<file path="src/rtl/mole_hit_capture.sv">
// Player-side button front end for the whack-a-mole core.
// Nine push buttons are synchronised, debounced and edge-detected. Presses are
// held in a per-channel pending vector, arbitrated lowest-index-first into a
// small first-word-fall-through queue, and handed to the game core over a
// valid/ready handshake. hit_valid/hit_idx are registered copies of the queue
// head, updated from the next-state of the queue.
module mole_hit_capture #(
  parameter int N_BTN           = 9,
  parameter int IDX_W           = 4,
  parameter int DEB_CYCLES      = 100000,
  parameter int FIFO_DEPTH      = 4,
  parameter bit BTN_ACTIVE_HIGH = 1'b1
) (
  input  logic                          cin,
  input  logic                          reset_n,
  input  logic [N_BTN-1:0]              btn_raw,
  input  logic                          enable,
  input  logic                          flush,
  output logic [N_BTN-1:0]              held,
  output logic                          hit_valid,
  output logic [IDX_W-1:0]              hit_idx,
  input  logic                          hit_ready,
  output logic [$clog2(FIFO_DEPTH):0]   hit_count,
  output logic                          overflow
);

  localparam int DEB_W = $clog2(DEB_CYCLES + 1);
  localparam int PTR_W = $clog2(FIFO_DEPTH);
  localparam int CNT_W = $clog2(FIFO_DEPTH) + 1;
  localparam logic [DEB_W-1:0] DEB_LAST = DEB_W'(DEB_CYCLES - 1);
  localparam logic [CNT_W-1:0] CNT_FULL = CNT_W'(FIFO_DEPTH);

  logic [N_BTN-1:0] btn_norm_s;
  logic [N_BTN-1:0] sync1_r;
  logic [N_BTN-1:0] sync2_r;
  logic [N_BTN-1:0] held_r;
  logic [N_BTN-1:0] held_next_s;
  logic [N_BTN-1:0] rise_s;
  logic [N_BTN-1:0] set_s;
  logic [N_BTN-1:0] grant_s;
  logic [N_BTN-1:0] pending_r;
  logic [N_BTN-1:0] pending_next_s;
  logic [DEB_W-1:0] deb_cnt_r      [N_BTN];
  logic [DEB_W-1:0] deb_cnt_next_s [N_BTN];

  logic             overflow_r;
  logic             overflow_next_s;

  logic [IDX_W-1:0] mem_r [FIFO_DEPTH];
  logic [PTR_W-1:0] wr_ptr_r;
  logic [PTR_W-1:0] rd_ptr_r;
  logic [PTR_W-1:0] wr_ptr_next_s;
  logic [PTR_W-1:0] rd_ptr_next_s;
  logic [CNT_W-1:0] count_r;
  logic [CNT_W-1:0] count_next_s;
  logic             hit_valid_r;
  logic             hit_valid_next_s;
  logic [IDX_W-1:0] hit_idx_r;
  logic [IDX_W-1:0] hit_idx_next_s;

  logic [IDX_W-1:0] push_idx_s;
  logic             any_pend_s;
  logic             push_s;
  logic             pop_s;

  // Normalise polarity so everything downstream sees 1 = pressed.
  assign btn_norm_s = BTN_ACTIVE_HIGH ? btn_raw : ~btn_raw;

  // Two-flop synchroniser on every button channel.
  always_ff @(posedge cin or negedge reset_n) begin
    if (!reset_n) begin
      sync1_r <= '0;
      sync2_r <= '0;
    end else begin
      sync1_r <= btn_norm_s;
      sync2_r <= sync1_r;
    end
  end

  // Debounce: a new level must persist DEB_CYCLES cycles; any return to the held level restarts.
  always_comb begin
    held_next_s = held_r;
    rise_s      = '0;
    for (int i = 0; i < N_BTN; i++) begin
      deb_cnt_next_s[i] = '0;
      if (sync2_r[i] != held_r[i]) begin
        if (deb_cnt_r[i] == DEB_LAST) begin
          held_next_s[i] = sync2_r[i];
          rise_s[i]      = sync2_r[i];
        end else begin
          deb_cnt_next_s[i] = deb_cnt_r[i] + DEB_W'(1);
        end
      end else begin
        deb_cnt_next_s[i] = '0;
      end
    end
  end

  // Debounce state registers; flush deliberately leaves these alone.
  always_ff @(posedge cin or negedge reset_n) begin
    if (!reset_n) begin
      held_r <= '0;
      for (int i = 0; i < N_BTN; i++) begin
        deb_cnt_r[i] <= '0;
      end
    end else begin
      held_r <= held_next_s;
      for (int i = 0; i < N_BTN; i++) begin
        deb_cnt_r[i] <= deb_cnt_next_s[i];
      end
    end
  end

  // Press edges are taken from the debounce accept itself, so pending rises with held.
  assign set_s = rise_s & {N_BTN{enable}};

  // Fixed-priority arbiter: lowest set pending bit wins.
  always_comb begin
    push_idx_s = '0;
    grant_s    = '0;
    any_pend_s = 1'b0;
    for (int i = 0; i < N_BTN; i++) begin
      if (!any_pend_s && pending_r[i]) begin
        any_pend_s    = 1'b1;
        push_idx_s    = IDX_W'(i);
        grant_s[i]    = 1'b1;
      end else begin
        any_pend_s = any_pend_s;
      end
    end
  end

  assign pop_s  = hit_valid_r & hit_ready;
  assign push_s = any_pend_s & ((count_r != CNT_FULL) | pop_s);

  // Pending vector and sticky overflow; a press on an already-pending channel is dropped.
  always_comb begin
    if (flush) begin
      pending_next_s  = '0;
      overflow_next_s = 1'b0;
    end else begin
      pending_next_s  = (pending_r & ~(grant_s & {N_BTN{push_s}})) | set_s;
      overflow_next_s = overflow_r | (|(set_s & pending_r));
    end
  end

  // Pending and overflow registers.
  always_ff @(posedge cin or negedge reset_n) begin
    if (!reset_n) begin
      pending_r  <= '0;
      overflow_r <= 1'b0;
    end else begin
      pending_r  <= pending_next_s;
      overflow_r <= overflow_next_s;
    end
  end

  // Queue next-state, including the head value that the registered outputs will show.
  always_comb begin
    wr_ptr_next_s    = wr_ptr_r;
    rd_ptr_next_s    = rd_ptr_r;
    count_next_s     = count_r;
    hit_valid_next_s = 1'b0;
    hit_idx_next_s   = '0;
    if (flush) begin
      wr_ptr_next_s = '0;
      rd_ptr_next_s = '0;
      count_next_s  = '0;
    end else begin
      wr_ptr_next_s = push_s ? (wr_ptr_r + PTR_W'(1)) : wr_ptr_r;
      rd_ptr_next_s = pop_s  ? (rd_ptr_r + PTR_W'(1)) : rd_ptr_r;
      case ({push_s, pop_s})
        2'b10:   count_next_s = count_r + CNT_W'(1);
        2'b01:   count_next_s = count_r - CNT_W'(1);
        default: count_next_s = count_r;
      endcase
      hit_valid_next_s = (count_next_s != CNT_W'(0));
      if (!hit_valid_next_s) begin
        hit_idx_next_s = '0;
      end else if (push_s && (wr_ptr_r == rd_ptr_next_s)) begin
        // The new head is the entry being written this very cycle.
        hit_idx_next_s = push_idx_s;
      end else begin
        hit_idx_next_s = mem_r[rd_ptr_next_s];
      end
    end
  end

  // Queue storage: written at the write pointer on every accepted push.
  always_ff @(posedge cin or negedge reset_n) begin
    if (!reset_n) begin
      for (int i = 0; i < FIFO_DEPTH; i++) begin
        mem_r[i] <= '0;
      end
    end else if (push_s && !flush) begin
      mem_r[wr_ptr_r] <= push_idx_s;
    end
  end

  // Queue pointers, occupancy and registered head outputs.
  always_ff @(posedge cin or negedge reset_n) begin
    if (!reset_n) begin
      wr_ptr_r    <= '0;
      rd_ptr_r    <= '0;
      count_r     <= '0;
      hit_valid_r <= 1'b0;
      hit_idx_r   <= '0;
    end else begin
      wr_ptr_r    <= wr_ptr_next_s;
      rd_ptr_r    <= rd_ptr_next_s;
      count_r     <= count_next_s;
      hit_valid_r <= hit_valid_next_s;
      hit_idx_r   <= hit_idx_next_s;
    end
  end

  assign held      = held_r;
  assign hit_valid = hit_valid_r;
  assign hit_idx   = hit_idx_r;
  assign hit_count = count_r;
  assign overflow  = overflow_r;

endmodule

</file>
<file path="config.mk">
export PLATFORM = sky130hd
export DESIGN_NAME = mole_hit_capture
export DESIGN_NICKNAME = d
export VERILOG_FILES = /design/src/rtl/mole_hit_capture.sv
export SDC_FILE = /design/constraint.sdc
export NUM_CORES = 1
export LEC_CHECK = 0
export ABC_AREA = 1
export ABC_CLOCK_PERIOD_IN_PS = 2600
export CAP_MARGIN = 20
export CORE_MARGIN = 3
export CORE_UTILIZATION = 55
export DETAILED_ROUTE_END_ITERATION = 10
export PLACE_DENSITY = 0.75
export REMOVE_ABC_BUFFERS = 1
export SLEW_MARGIN = 25
export SYNTH_ARGS = -nofsm -noshare
export SYNTH_HDL_FRONTEND = slang
export SYNTH_SLANG_ARGS = --single-unit
</file>
<file path="constraint.sdc">
create_clock -name cin -period 2.6 [get_ports cin]
set_input_delay 0.52 -clock cin [delete_from_list [all_inputs] [get_ports cin]]
set_output_delay 0.52 -clock cin [all_outputs]
set_load 0.02 [all_outputs]
</file>
==> metrics.yaml <==
worst_setup_path:
  path_class: "reg -> reg"
  critPathCapture: "hit_idx[1]"
  critPathMaxFanout: 5
  worst_setup_path_end_kind: "flop"
  r2r_slack_ps: 90
  reg2reg_from: "pending_r[0]"
  arrival_ps: 2900
  r2r_end: "hit_idx[1]"
  start_kind: "flop"
  rr_worst_depth: 15
  worstPathRequired_ps: 2990
  worstSetupStartpoint: "pending_r[0]"
yosys:
  netlist.area_leader.share_pct: 47.2
  synth_fa_ha_area_share_pct: 1.69
  syn_area_um2: 11600
  yosysSeqAreaShare_pct: 47.2
  synthesis.instances: 1457
  synth_top_area_cell: "dfrtp_1"
  synth_mux_area_share_pct: 0.0865
  synthDistinctLibCells: 42
  synth_top_family_by_area: "simple AND/OR/NAND/NOR gates"
  synth_simple_gate_area_share_pct: 34.5
  yosys_warnings: 0
  synth-xor-area-share_pct: 3.48
  ys_top_cells_by_area: "dfrtp_1 47%, nand2_1 8.4%, nor2_1 7.8%, inv_1 6.7%, nand3_1 4.3%"
  synth_compound_area_share_pct: 5.81
  synth.avg_cell_area_um2: 7.94
  ys_seq_elements: 218
job:
  drv_cap: 0
clock_network:
  cts.sinks: 218
  cts_root_buf: "clkbuf_16"
  cts_buffer_depth: 3
  clk_pin_slew_ps: 70
  cts_tree: "built"
  htreeDepth: 1
  clkLatencyLatePin_ps: 520
  numCtsBuffers: 24
run_status:
  status: "completed"
detailed_routing:
  wl_um: 24700
  vias_per_cell: 5.35
  drtAntennaViolNets: 0
  vias: 9730
  route.detailed.drc: 0
  drt-wirelength-per-cell_um: 13.6
  drt_iter0_markers: 564
  dr.pass1.iters: 5
sta:
  whs_ps: 346
  final_max_slew_viol_count: 0
  period_minus_slack_ps: 2510
  finalHoldViolCount: 0
  finalSetupViolations: 0
  fin_crit_sh_pct: 96.5
  clock-skew-final_ps: 15.6
  slew_headroom_pct: 58.8
  setup_tns_ps: 0
  worst_slew_pin_slew_ps: 613
  fmax_ghz: 0.399
  fin_ws_ps: 91.6
global_route:
  use_met2_pct: 36.9
  antenna_found_initial: 0
  grt_pass1_vias: 9282
  grt_use_met3_pct: 3.14
  top_usage_layer: "met2"
  grt_max_degree: 64
  gr-total-overflow: 0
  globalRouteMet1Util_pct: 31.4
  grt_pass1_wl_um: 42900
  grt_usage_pct: 22.4
cells_and_area:
  final_cell_mix: "260 x nand2_1, 237 x nor2_1, 217 x dfrtp_1"
  synthToLayoutAreaGrowth_pct: 15.3
  antenna-diode-count: 0
  finalNetCount: 1561
  drive_gt1_share_pct: 8.77
  final_common_cell: "nand2_1"
min_path:
  min_path_cells: 0
  hold_path.class: "reg -> reg"
pwr:
  combinationalPowerShare_pct: 3.4
  power.share.clock_pct: 50.4
  swShare_pct: 20.9
  p_leak_nw: 5.69
  p_sw_mw: 1.57
  total_power_mw: 7.51
  pwr_density_cell_nw_per_um2: 563
  p_int_mw: 5.94
  ir_drop_uv: 548
  seqPwrFrac_pct: 46.2
placement:
  pre_cts_ws_ps: -320
  port_buffers: 31
  dp_hpwl_um: 17900
  routabilityCongestion: 0.918
floorplanning:
  boundaryPins: 32
  core_um2: 20400
  rows: 52
  die_area_um2: 22800
  die_w_um: 151
  initial_utilization_pct: 56.6
  die_y_um: 151
## power by group through the flow
stage / combinational (mW) / clock, mW / sequential, mW
2_1_floorplan: 0.113 / 0 / 3.52
3_3_place_gp: 0.251 / 0 / 3.53
3_5_place_dp: 0.258 / 0 / 3.53
4_1_cts: 0.261 / 3.88 / 3.47
5_1_grt: 0.295 / 4.01 / 3.47
6_report: 0.252 / 3.79 / 3.47
## worst min-delay path by stage
| stage | from | to | slack, ps |
|---|---|---|---|
| 2_1_floorplan | reset_n | deb_cnt_r[0] | 220 |
| 3_3_place_gp | sync1_r[1] | sync2_r[1] | 330 |
| 3_5_place_dp | sync1_r[5] | sync2_r[5] | 340 |
| 4_1_cts | sync1_r[7] | sync2_r[7] | 350 |
| 5_1_grt | sync1_r[1] | sync2_r[1] | 360 |
| 6_report | sync1_r[5] | sync2_r[5] | 350 |
## cells in the mapped netlist, drive strengths merged
master,count
nand3b,5
nor3b,17
nand3,107
nor4,34
nand2,265
a31o,1
ha,14
o21a,6
o211a,1
o21ai,46
buf,6
a31oi,1
inv,211
dfrtp,218
nor3,73
or2,15
and3,2
xor2,41
clkinv,3
mux2i,1
a211oi,9
nor2,248
clkbuf,2
nand4,68
xnor2,5
a21oi,57
fa,1
## metrics by stage
step | area (um^2) | util (%) | cells
2_1_floorplan | 11500 | - | 1449
3_3_place_gp | 12300 | 60.4 | 1769
3_5_place_dp | 12300 | 60.4 | 1769
4_1_cts | 13300 | 64.9 | 1814
5_1_grt | 13300 | 65.3 | 1820
6_report | 13300 | 65.3 | 1820
## layout make-up
class	count	area [um^2]
inverter	214	803
tap	270	338
clock inverter	10	181
sequential	218	5460
clock buffer	34	719
timing repair buffer	57	538
fill	1712	7100
multi-input combinational	1017	5300
## state kept, by name, summed over array words and instances, names as in the netlist
register	flops
deb_cnt_r	153
mem_r	16
held	9
pending_r	9
sync1_r	9
sync2_r	9
hit_idx	4
hit_count	3
rd_ptr_r	2
wr_ptr_r	2
hit_valid	1
overflow	1
## worst max-delay path, stage by stage, from the launching register on
cell	delay, ps
dfrtp_2	430
nor2_4	140
nand2_2	80
nor2_4	110
nand2_2	80
nor2_4	150
nand4_4	120
nand2_4	90
ha_4	140
fa_2	420
mux2i_1	190
nand2_1	90
nor2_2	130
nor2_4	70
nand2_1	70
nor2_1	40
## logic make-up after synthesis
family	count (synthesis)
AND/OR/NAND/NOR	834
buffers and inverters	222
flip-flops	218
AO/OA/AOI/OAI	121
XOR/XNOR	46
adder cells (fa/ha/maj)	15
multiplexers	1
## metal layers
layer | wire length, um | part of all wire (%) | up-vias
li1 | - | - | 4924
met1 | 11500 | 46 | 4547
met2 | 11600 | 47 | 215
met3 | 967 | 3.9 | 44
met4 | 660 | 2.7 | 0
met5 | 0 | 0 | -
## timing repair
action / in CTS / in global routing
gates cloned: 0 / 0
pin swaps: 0 / 5
endpoints found under the setup margin: 3 / 4
hold buffers: 1 / 0
gates resized for setup: 1 / 7
setup buffers: 0 / 6
endpoints found under the hold margin: 58 / 0
Power figures use the tool's default switching activity.
